**src/rtl/mac_seq_pkg.sv**
```systemverilog
// mac_seq_pkg: state encoding, mac opcode fields and pipeline depth
// shared by the MAC job sequencer.
package mac_seq_pkg;

  typedef enum logic [2:0] {
    IDLE,
    CLEAR,
    OPS,
    SAT,
    DRAIN0,
    DRAIN1,
    CAPTURE,
    OUT
  } state_t;

  localparam logic [1:0] OP2_CLR = 2'b00;
  localparam logic [1:0] OP2_MUL = 2'b01;
  localparam logic [1:0] OP2_MAC = 2'b10;
  localparam logic [1:0] OP2_SAT = 2'b11;

  localparam int MAC_PIPE_DEPTH = 2;

  function automatic logic [2:0] opcode(
    input logic       mode,
    input logic [1:0] op2
  );
    return {mode, op2};
  endfunction

endpackage

```
**src/rtl/mac_seq.sv**
```systemverilog
// mac_seq: streams dot-product jobs into the mac and returns one result per job.
// Optional: define MAC_SEQ_OVF_FLAG_EN to add the registered res_ovf flag.
module mac_seq
  import mac_seq_pkg::*;
#(
  parameter int LEN_W = 8
) (
  input  logic             clk,
  input  logic             reset_n,
  input  logic             cmd_valid,
  output logic             cmd_ready,
  input  logic             cmd_mode,
  input  logic [LEN_W-1:0] cmd_len,
  input  logic             cmd_sat,
  input  logic             op_valid,
  output logic             op_ready,
  input  logic [15:0]      op_multiplier,
  input  logic [15:0]      op_multiplicand,
  output logic [2:0]       mac_instruction,
  output logic [15:0]      mac_multiplier,
  output logic [15:0]      mac_multiplicand,
  output logic             mac_stall,
  input  logic [7:0]       mac_protect,
  input  logic [31:0]      mac_result,
  output logic             res_valid,
  input  logic             res_ready,
  output logic [31:0]      res_data,
  output logic [7:0]       res_protect,
`ifdef MAC_SEQ_OVF_FLAG_EN
  output logic             res_ovf,
`endif
  output logic             busy
);

  state_t           state_q, state_d;
  logic             mode_q, mode_d;
  logic             sat_q, sat_d;
  logic [LEN_W-1:0] len_q, len_d;
  logic [LEN_W-1:0] cnt_q, cnt_d;
  logic [31:0]      data_q;
  logic [7:0]       prot_q;
  logic             issue;
  logic             capture;
  logic [1:0]       op2;
  state_t           tail_st;

  assign tail_st = sat_q ? SAT : DRAIN0;

  always_comb begin
    state_d          = state_q;
    mode_d           = mode_q;
    sat_d            = sat_q;
    len_d            = len_q;
    cnt_d            = cnt_q;
    issue            = 1'b0;
    capture          = 1'b0;
    op2              = OP2_CLR;
    op_ready         = 1'b0;
    mac_multiplier   = '0;
    mac_multiplicand = '0;
    unique case (state_q)
      IDLE: begin
        if (cmd_valid) begin
          mode_d  = cmd_mode;
          sat_d   = cmd_sat;
          len_d   = cmd_len;
          cnt_d   = cmd_len;
          state_d = CLEAR;
        end
      end
      CLEAR: begin
        issue   = 1'b1;
        state_d = (len_q != '0) ? OPS : tail_st;
      end
      OPS: begin
        op_ready = 1'b1;
        if (op_valid) begin
          issue            = 1'b1;
          op2              = (cnt_q == len_q) ? OP2_MUL : OP2_MAC;
          mac_multiplier   = op_multiplier;
          mac_multiplicand = op_multiplicand;
          cnt_d            = cnt_q - LEN_W'(1);
          if (cnt_q == LEN_W'(1)) state_d = tail_st;
        end
      end
      SAT: begin
        issue   = 1'b1;
        op2     = OP2_SAT;
        state_d = DRAIN0;
      end
      // CLR drains push the result out and leave the mac clean
      DRAIN0: begin
        issue   = 1'b1;
        state_d = DRAIN1;
      end
      DRAIN1: begin
        issue   = 1'b1;
        state_d = CAPTURE;
      end
      CAPTURE: begin
        capture = 1'b1;
        state_d = OUT;
      end
      OUT: begin
        if (res_ready) state_d = IDLE;
      end
      default: state_d = IDLE;
    endcase
  end

  always_ff @(posedge clk or negedge reset_n) begin
    if (!reset_n) begin
      state_q <= IDLE;
      mode_q  <= 1'b0;
      sat_q   <= 1'b0;
      len_q   <= '0;
      cnt_q   <= '0;
      data_q  <= '0;
      prot_q  <= '0;
    end else begin
      state_q <= state_d;
      mode_q  <= mode_d;
      sat_q   <= sat_d;
      len_q   <= len_d;
      cnt_q   <= cnt_d;
      if (capture) begin
        data_q <= mac_result;
        prot_q <= mac_protect;
      end
    end
  end

  assign mac_stall       = ~issue;
  assign mac_instruction = issue ? opcode(mode_q, op2) : 3'b000;
  assign cmd_ready       = (state_q == IDLE);
  assign busy            = (state_q != IDLE);
  assign res_valid       = (state_q == OUT);
  assign res_data        = data_q;
  assign res_protect     = prot_q;

`ifdef MAC_SEQ_OVF_FLAG_EN
  logic ovf_q, ovf_d;

  always_comb begin
    if (mode_q) begin
      ovf_d = (mac_protect[3:0] != {4{mac_result[15]}})
            | (mac_protect[7:4] != {4{mac_result[31]}});
    end else begin
      ovf_d = (mac_protect != {8{mac_result[31]}});
    end
  end

  always_ff @(posedge clk or negedge reset_n) begin
    if (!reset_n) begin
      ovf_q <= 1'b0;
    end else if (capture) begin
      ovf_q <= ovf_d;
    end
  end

  assign res_ovf = ovf_q;
`endif

endmodule

```
**config.mk**
```make
export PLATFORM = sky130hd
export DESIGN_NAME = mac_seq
export DESIGN_NICKNAME = d
export VERILOG_FILES = /design/src/rtl/mac_seq_pkg.sv /design/src/rtl/mac_seq.sv
export SDC_FILE = /design/constraint.sdc
export NUM_CORES = 1
export LEC_CHECK = 0
export CELL_PAD_IN_SITES_DETAIL_PLACEMENT = 0
export CELL_PAD_IN_SITES_GLOBAL_PLACEMENT = 1
export CORE_MARGIN = 4
export CORE_UTILIZATION = 30
export DETAILED_ROUTE_END_ITERATION = 10
export PLACE_DENSITY = 0.86
export SLEW_MARGIN = 20
export SYNTH_ARGS = -nofsm -noshare
export SYNTH_HDL_FRONTEND = slang
export SYNTH_SLANG_ARGS = --single-unit
```
**constraint.sdc**
```tcl
create_clock -name clk -period 1.9 [get_ports clk]
set_input_delay 0.19 -clock clk [delete_from_list [all_inputs] [get_ports clk]]
set_output_delay 0.19 -clock clk [all_outputs]
set_load 0.02 [all_outputs]
```
==> results of run 1 <==
==> power by group through the flow <==
stage | Sequential, mW | Combinational (mW) | Clock, mW
2_1_floorplan | 2.95 | 2.44 | 0
3_3_place_gp | 2.38 | 4.89 | 0
3_5_place_dp | 2.42 | 4.94 | 0
4_1_cts | 2.39 | 4.94 | 1.33
5_1_grt | 2.48 | 5.38 | 1.39
6_report | 2.39 | 5.03 | 1.28
==> cell families (layout without fill, tap and decap cells) <==
logic type	after synthesis	in the layout
AND/OR/NAND/NOR	84	84
flip-flops	61	61
XOR/XNOR	8	8
AO/OA/AOI/OAI	36	36
adder cells (fa/ha/maj)	2	2
buffers and inverters	26	217
multiplexers	48	48
==> synth_stat cells (4+ instances only) <==
master	n	area, µm²
dfrtp_1	61	1530
mux2_4	40	601
nor2_1	15	56.3
nand2_1	8	30.0
buf_4	4	30.0
o21ai_0	8	40.0
and3_1	34	213
a21oi_1	7	35.0
inv_1	7	26.3
nand3_1	4	20.0
mux2_2	7	78.8
o31ai_1	4	30.0
xnor2_1	8	70.1
buf_6	6	67.6
==> registers in the layout (all words and copies together), names as in the netlist <==
register     cells
mode_q           1
cnt_q            8
len_q            8
res_data        32
state_q          3
res_protect      8
sat_q            1
==> metrics by stage <==
| step | hold WS, ps | area, µm² | setup WS (ps) |
|---|---|---|---|
| global route | 407 | 5360 | -74.4 |
| detailed placement | 233 | 5080 | -120 |
| finish | 397 | 5360 | -10.5 |
| floorplan | -106 | 3200 | 177 |
| global placement | 223 | 5080 | -136 |
| CTS | 387 | 5350 | -62.5 |
==> worst max-delay path by stage <==
stage	start	end	slack [ps]	cells after the start
6_report	state_q[2]	mac_multiplicand[2]	-10	5
5_1_grt	state_q[2]	mac_multiplicand[0]	-70	5
4_1_cts	state_q[0]	mac_multiplicand[2]	-60	4
3_5_place_dp	op_valid	mac_stall	-120	5
3_3_place_gp	op_valid	mac_stall	-140	5
2_1_floorplan	state_q[1]	len_q[3]	180	5
==> tightest hold or removal path, cell delays in order <==
cell           delay, ps
dlygate4sd3_1        520
buf_2                120
buf_12               290
==> repair_timing <==
item                                   in CTS  in global routing
endpoints found under the hold margin      61                  0
pin swaps                                   0                  4
buffers inserted                            0                  4
hold buffers                                1                  0
resized for setup                         117                 97
gates cloned                                1                  0
setup endpoints to repair                  40                 38
==> cell type report <==
class,count,area (µm²),share of cell area (%)
well taps,136,170,3.17
inverters,8,42.5,0.793
flip-flops and latches,61,1530,28.5
multi-input cells,178,1540,28.7
repair buffers,192,1850,34.6
clock buffers,9,124,2.31
repair inverters,1,11.3,0.210
clock inverters,7,97.6,1.82
==> routing by layer <==
| layer | vias up | GRT usage, % |
|---|---|---|
| li1 | 1316 | - |
| met1 | 1334 | 18.9 |
| met2 | 167 | 25.0 |
| met3 | 11 | 6.33 |
| met4 | 0 | 5.84 |
| met5 | - | 0 |
==> metrics.md, run 1 <==
| Metric | Value |
|---|---|
| Status | `finished with violations` |
| Failing checks | `negative setup slack` |
| Ports | `around 170` |
| Syn Nets | `roughly 350` |
| Bufs and invs on worst path | `3` |
| Routed len/inst | `16.4 µm` |
| Final Cycle Share | `101%` |
| R2R depth | `7` |
| Vias/cell | `4.78` |
| Warnings, synthesis | `0` |
| Overall power | `slightly below 9 mW` |
| Combinational Power Share | `between 50% and 60%` |
| Post-synthesis mux area share | `21.5%` |
| Final setup vio count | `3` |
| Final Wtd Congestion | `around 0.81` |
| Startpoint Class | `flip-flop` |
| Sequential Power Share | `around 27%` |
| Fin. max-slew vios | `0` |
| DR WL met3 | `1060 µm` |
| DRT Pass-1 Iters | `4` |
| Core Area | `~10000 µm²` |
| Slowest-stage cell, CP | `or3b_4` |
| Util after Layout | `around half` |
| Number of diodes | `0` |
| Clock tree buffer depth | `2` |
| Setup slack, reg-to-reg | `around 150 ps` |
| Synth Area in Compound Gates | `7.58%` |
| Gr ovfl total | `0` |
| Die area | `roughly 12000 µm²` |
| Nets | `540` |
| CTS tree | `yes` |
| PD cells | `1620 nW/µm²` |
| Layout Skew | `13.6 ps` |
| CTS Root Cell | `clkbuf_8` |
| Asr flop ratio synth | `100%` |
| Delay-heaviest family, CP | `simple AND/OR/NAND/NOR gates` |
| CP most frequent cell | `buf_6` |
| Simple-gate portion of the synthesized area | `14.9%` |
| TritonCTS Buffers | `9` |
| Share of cells above drive strength 1 | `30.7%` |
| Syn Area/Cell | `between 10 and 15 µm²` |
| Largest stage delay, worst path | `460 ps` |
| # rows | `37` |
| HP Class | `in2async` |
| Top FF cell, synth | `dfrtp_1` |
| Met1 wire length | `4120 µm` |
| GRT Total Usage | `15.6%` |
| CTS clk-pin slew, worst paths | `80 ps` |
| Cell count after synthesis | `about 270` |
| Die height | `around 110 µm` |
| Synthesized area | `~3200 µm²` |
| Netlist cell types | `48` |
| DRT antenna net count | `0` |
| Setup slack after layout | `-10.5 ps` |
| VDD IR max | `slightly below 800 µV` |
| MaxCap Viol Count | `0` |
| Worst path cell trace | `or3b_4 -> buf_6 -> clkinv_8 -> and3_1 -> buf_6` |
| Vias | `around 2800` |
| Total internal power | `approximately 5.5 mW` |
| Leakage Power | `~2.5 nW` |
| Top achievable clock speed | `roughly 520 MHz` |
| Residual DRC count | `0` |
| Max Used Layer | `met4` |
| CP endpoint kind | `output pin` |
| Reg2Reg Launch Point | `state_q[2]` |
| Most frequent cells in the layout | `clkdlybuf4s50_1 (125), dfrtp_1 (61), mux2_4 (40)` |
| Met2 WL | `between 4000 and 5000 µm` |
| CTS HTree Levels | `3` |
| Post-Synth XOR/XNOR Area | `approximately 2.2%` |
| Finished Layout Cells | `592` |
| Drt total wl | `~9700 µm` |
| Min Tclk post-route | `approximately 1900 ps` |
| Yosys reg bits | `slightly above 60` |
| RSZ-0062 raised after global routing | `yes` |
| Area grow syn2layout | `67.5%` |
| DP HPWL | `7340 µm` |
| Main combinational cell family by area after synthesis | `multiplexers` |
| Seq/Total Area, Yosys | `47.7%` |
| Initial Util | `between 30% and 40%` |
| Worst-path fanout max | `17` |
| FILL cells | `approximately 950` |
| Placed insts | `570` |
| Initial drt markers | `~180` |
| Fin. Hold Viols | `0` |
| Switching pwr | `roughly 3.2 mW` |
| Global-route wire length before repair | `approximately 16000 µm` |
| Port Buffers | `between 150 and 200` |
| Post-synth EDFFs | `0` |
| Setup TNS | `-22.6 ps` |
| CP Class | `reg2out` |
| Largest net degree at the start of global routing | `62` |
| Slew at the pin closest to its max-slew limit | `485 ps` |
| Slew HR | `approximately two thirds` |
| Clock power share | `14.7%` |
| Most common cell after layout, fill and taps aside | `clkdlybuf4s50_1` |
| Worst path required time | `1710 ps` |
| CTS sink count | `61` |
| Switching share of total power | `between 30% and 40%` |
| Vias in the first global route | `3027` |
| CP Data Arrival Time | `roughly 1700 ps` |
| Reg-to-reg endpoint | `cnt_q[7]` |
| DIE WIDTH | `about 110 µm` |
| Initial antenna violation count | `0` |
| Post-Synth Adder-Cell Area | `less than 1%` |
| Worst-Skew Late Latency | `around 340 ps` |
Note: power is estimated with default switching activity, not from simulation.
==> run 2: changes to the inputs <==
Settings changed: CAP_MARGIN from default to 30.
==> results of run 2 <==
Same layout as run 1: the final DEF is identical, and so are final timing and power.
==> variant 1 (config.mk and constraints of run 1) <==
The 8 states of `state_t` get a one-hot encoding in 8 bits.
--- a/src/rtl/mac_seq_pkg.sv
+++ b/src/rtl/mac_seq_pkg.sv
@@ -2,15 +2,15 @@
 // shared by the MAC job sequencer.
 package mac_seq_pkg;
 
-  typedef enum logic [2:0] {
-    IDLE,
-    CLEAR,
-    OPS,
-    SAT,
-    DRAIN0,
-    DRAIN1,
-    CAPTURE,
-    OUT
+  typedef enum logic [7:0] {
+    IDLE    = 8'b00000001,
+    CLEAR   = 8'b00000010,
+    OPS     = 8'b00000100,
+    SAT     = 8'b00001000,
+    DRAIN0  = 8'b00010000,
+    DRAIN1  = 8'b00100000,
+    CAPTURE = 8'b01000000,
+    OUT     = 8'b10000000
   } state_t;
 
   localparam logic [1:0] OP2_CLR = 2'b00;
Behaviour: no difference found for any inputs over 10 cycles, from zero or initial values and one cycle with reset_n low; not proved beyond that.
==> variant 1 against run 1 <==
The run still ends with setup timing left; non-clock buffer count grew 74; largest power group unchanged; sequential cell count grew 5; total power shrank 15%; routed wire length grew 33%; design area grew 33%; fmax shrank 22%; area after synthesis grew 2.8%; setup slack lost 530 ps.
==> variant 1: results (changes against run 1) <==
| Metric | Value |
|---|---|
| Multi-input combinational area share | 30.0% (+1.3 points) |
| Setup Skew | 6.82 ps (-6.81 ps) |
| Worst-Margin Slew | 613 ps (+128 ps) |
| WP data arrival | 2250 ps (+530 ps) |
| Sequential cells | 66 (+8.2%) |
| Synth top area cells | dfrtp_1, nand2_1, and3_1 |
| Final ANT Viol Nets | 0 (unchanged) |
| Layout Nets | 715 (+32%) |
| Non-clk buf share | 40.6% (+6.0 points) |
| Largest net degree at the start of global routing | 67 (+8.1%) |
| Slowest cell on crit path | or4b_4 |
| Setup_tns | -37900 ps (-37880 ps) |
| Seq area share | 23.2% (-5.3 points) |
| HPWL Detailed | 8020 um (+9.3%) |
| Number of fill cells | 804 (-15%) |
| Seq/Total Area, Yosys | 50.2% (+2.6 points) |
| Crit path to | mac_stall |
| First-pass GRT wire length | 19600 um (+25%) |
| Endpoints failing setup | 91 (+88) |
| Clock-cell share | 2.61% (-1.5 points) |
| RR Endpoint | cnt_q[0] |
| Multi-input gate count | 271 (+52%) |
| Hold WC Path Type | in2reg |
| Synth top cells by count | nand2_1, dfrtp_1, and3_1 |
| Non-clk bufs | 266 (+39%) |
| Wire per inst | 16.8 um (+2.6%) |
| Vias per cell | 4.83 (+1.1%) |
| Leakage Power | 0.00313 uW (+24%) |
| Worst Hold Depth | 3 |
| Worst Path Max Fanout | 7 (-10) |
| Yosys cell types | 47 (-2.1%) |
| Avg Inst Size Synth | 9.04 um^2 (-25%) |
| Failing checks | setup timing |
| Hold WS | 369 ps (-28.1 ps) |
| Layout cells sized above 1 | 51.2% (+20 points) |
| Clock buffer count | 11 (+2) |
| Dpl cell area | 5680 um^2 (+12%) |
| Final WS setup | -540 ps (-529 ps) |
| Status | complete, but fails checks |
| Power Density | 1030 nW/um^2 (-36%) |
| Invs w/o clock | 12 (+3) |
[variant 1: cell types whose count changed after synthesis, sizes merged, moves of 4 or more]
cell,run 1,this run
a21oi,7,15
dfrtp,61,65
mux2,47,10
nand2,8,130
nor4,2,6
o21ai,10,6
[variant 1: stage by stage]
step / instances / power (uW) / worst slack (ps)
2_1_floorplan: 364 / 3780 / -145
3_3_place_gp: 706 / 5310 / -580
3_5_place_dp: 706 / 5390 / -587
4_1_cts: 751 / 7020 / -536
5_1_grt: 767 / 7800 / -613
6_report: 767 / 7360 / -540
[variant 1: layer usage]
| layer | GRT usage, % | wire (um) | part of all wire [%] |
|---|---|---|---|
| met1 | 21.4 | 4770 | 37 |
| met2 | 34.2 | 6560 | 51 |
| met3 | 6.90 | 1170 | 9.1 |
| met4 | 6.01 | 385 | 3.0 |
| met5 | 0 | 0 | 0 |
[variant 1: cells by family after synthesis]
kind of cell    share of synthesized area, %
mux                                     3.42
compound gates                          7.27
flops                                   50.2
buf+inv                                 5.02
simple gates                            30.9
fa+ha+maj                              0.761
xor+xnor                                2.40
[variant 1: repair_timing]
| action | in CTS | in global routing |
|---|---|---|
| endpoints found under the hold margin | 65 | 0 |
| setup buffers | 17 | 17 |
| hold buffers | 1 | 0 |
| gates resized for setup | 317 | 111 |
| cloned | 12 | 6 |
| pin swaps | 72 | 72 |
| endpoints found under the setup margin | 91 | 93 |
[variant 1: worst reg2reg max path: cells and delay by family, from the launching register on]
kind                   cells  cell delay [ps]
and+or+nand+nor            2              910
AOI/OAI and AO/OA          3              470
buffers and inverters      3              450
DFF                        1              420
[variant 1: power breakdown]
group | internal [uW] | total (uW) | switching, uW
sequential | 1830 | 2140 | 314
clock | 602 | 1140 | 540
combinational | 2270 | 4080 | 1810
==> variant 2 (flow settings as in run 1) <==
Without the edit above. The parameter `LEN_W` goes from 8 to 4.
--- a/src/rtl/mac_seq.sv
+++ b/src/rtl/mac_seq.sv
@@ -3,7 +3,7 @@
 module mac_seq
   import mac_seq_pkg::*;
 #(
-  parameter int LEN_W = 8
+  parameter int LEN_W = 4
 ) (
   input  logic             clk,
   input  logic             reset_n,
Interface: changed (resized cmd_len); port bits go from 167 to 163. The function was not compared with the original's and may differ.
==> variant 2 against run 1 <==
Die area decreased by 13%; non-clock buffer count decreased by 9; sequential power decreased by 13%; setup slack improved by 110 ps; clock skew decreased by 9.5 ps; total power decreased by 18%; routed wire length decreased by 18%; sequential cell count decreased by 8; design area decreased by 17%; hold slack got worse by 390 ps; combinational power decreased by 12%; area after synthesis decreased by 14%; sequential share of layout area increased by 1.2 points; largest cell class unchanged.
==> variant 2: results (changes against run 1) <==
| Metric | Value |
|---|---|
| Layout cells sized above 1 | 30.0% (-0.70 points) |
| # port buffers | 162 (-2.4%) |
| Htree depth | 2 (-1) |
| CTS buffer count | 5 (-4) |
| Layout Nets | 475 (-12%) |
| Routability Congestion | 0.849 (+4.4%) |
| Rel. slew slack | 56.0% (-11 points) |
| Final WL | 7920 um (-18%) |
| Seq/Total Area, Yosys | 48.3% (+0.64 points) |
| First-pass GRT wire length | 13000 um (-16%) |
| Skew-Pair Late Insertion Delay | 290 ps (-50 ps) |
| Final WS setup | 97.8 ps (+108 ps) |
| Largest net degree at the start of global routing | 54 (-13%) |
| Reg2reg start | state_q[1] |
| Number of fill cells | 796 (-16%) |
| Switching share of power | 37.5% (+0.32 points) |
| GRT Util Overall | 14.6% (-1.0 points) |
| Maximum vdd ir drop | 0.582 mV (-25%) |
| Yosys cell types | 34 (-29%) |
| Worst Path Max Fanout | 2 (-15) |
| CP Launch Point | cnt_q[2] |
| Status | completed |
| Leakage Power | 0.00222 uW (-12%) |
| Synth top cells by count | dfrtp_1, mux2_4, and3_1 |
| HPWL Detailed | 6170 um (-16%) |
-- variant 2: cells by family after synthesis --
group                      Yosys count  share of synthesized area (%)
muxes                               44                           23.5
adders and majority gates            2                          0.912
DFF                                 53                           48.3
buffers and inverters               22                           6.70
AOI/OAI and AO/OA                   19                           4.20
and+or+nand+nor                     72                           15.0
xor gates and xnor gates             4                           1.28
-- variant 2: per-stage QoR --
stage / TNS [ps] / instance area (um^2) / cells / util [%] / total power [uW]
floorplan: 0 / 2740 / 216 / - / 4800
global placement: -2000 / 4510 / 490 / 51.2 / 6530
detailed placement: -2410 / 4510 / 490 / 51.2 / 6590
CTS: -210 / 4640 / 497 / 52.7 / 7210
global route: -14.4 / 4460 / 498 / 50.7 / 7580
finish: 0 / 4460 / 498 / 50.7 / 7110
-- variant 2: what timing repair did --
action | 4_1_cts | 5_1_grt
setup buffers | 0 | 0
gates cloned | 0 | 1
hold buffers | 0 | 0
resized for setup | 108 | 41
pin swaps | 0 | 1
endpoints found under the setup margin | 40 | 34
-- variant 2: power by group through the flow --
stage               Clock [uW]  Combinational (uW)  Sequential (uW)
finish                     635                4410             2070
global route               714                4720             2150
floorplan                    0                2200             2610
global placement             0                4460             2070
detailed placement           0                4500             2090
CTS                        670                4460             2070
-- variant 2: final cells by class --
cell class | instances | share of cell area [%]
clock buffers | 6 | 1.85
flip-flops and latches | 53 | 29.7
well taps | 108 | 3.03
inverters | 6 | 0.505
repair buffers | 183 | 36.9
clock inverters | 1 | 0.168
multi-input cells | 141 | 27.9
-- variant 2: worst paths after layout --
check	endpoint	cells past startpoint	slack [ps]
max	mac_instruction[0]	6	100
min	res_data[20]	2	3
max in group asynchronous	sat_q	2	1460
min in group clk	mode_q	3	440
max reg2reg	len_q[1]	4	170
min reg2reg	res_data[12]	1	520
-- variant 2: routing by layer --
metal	share of wire, %	GRT usage [%]	vias to the layer above
li1	-	-	1099
met1	41	17.4	1088
met2	47	24.2	135
met3	11	6.72	6
met4	1.1	3.42	0
met5	0	0	-
-- variant 2: critical path, delay by kind of cell (launching register included) --
family                 cells  cell delay (ps)
flip-flops                 1              400
buffers and inverters      2              290
AND/OR/NAND/NOR            3              460
XOR/XNOR                   1              160
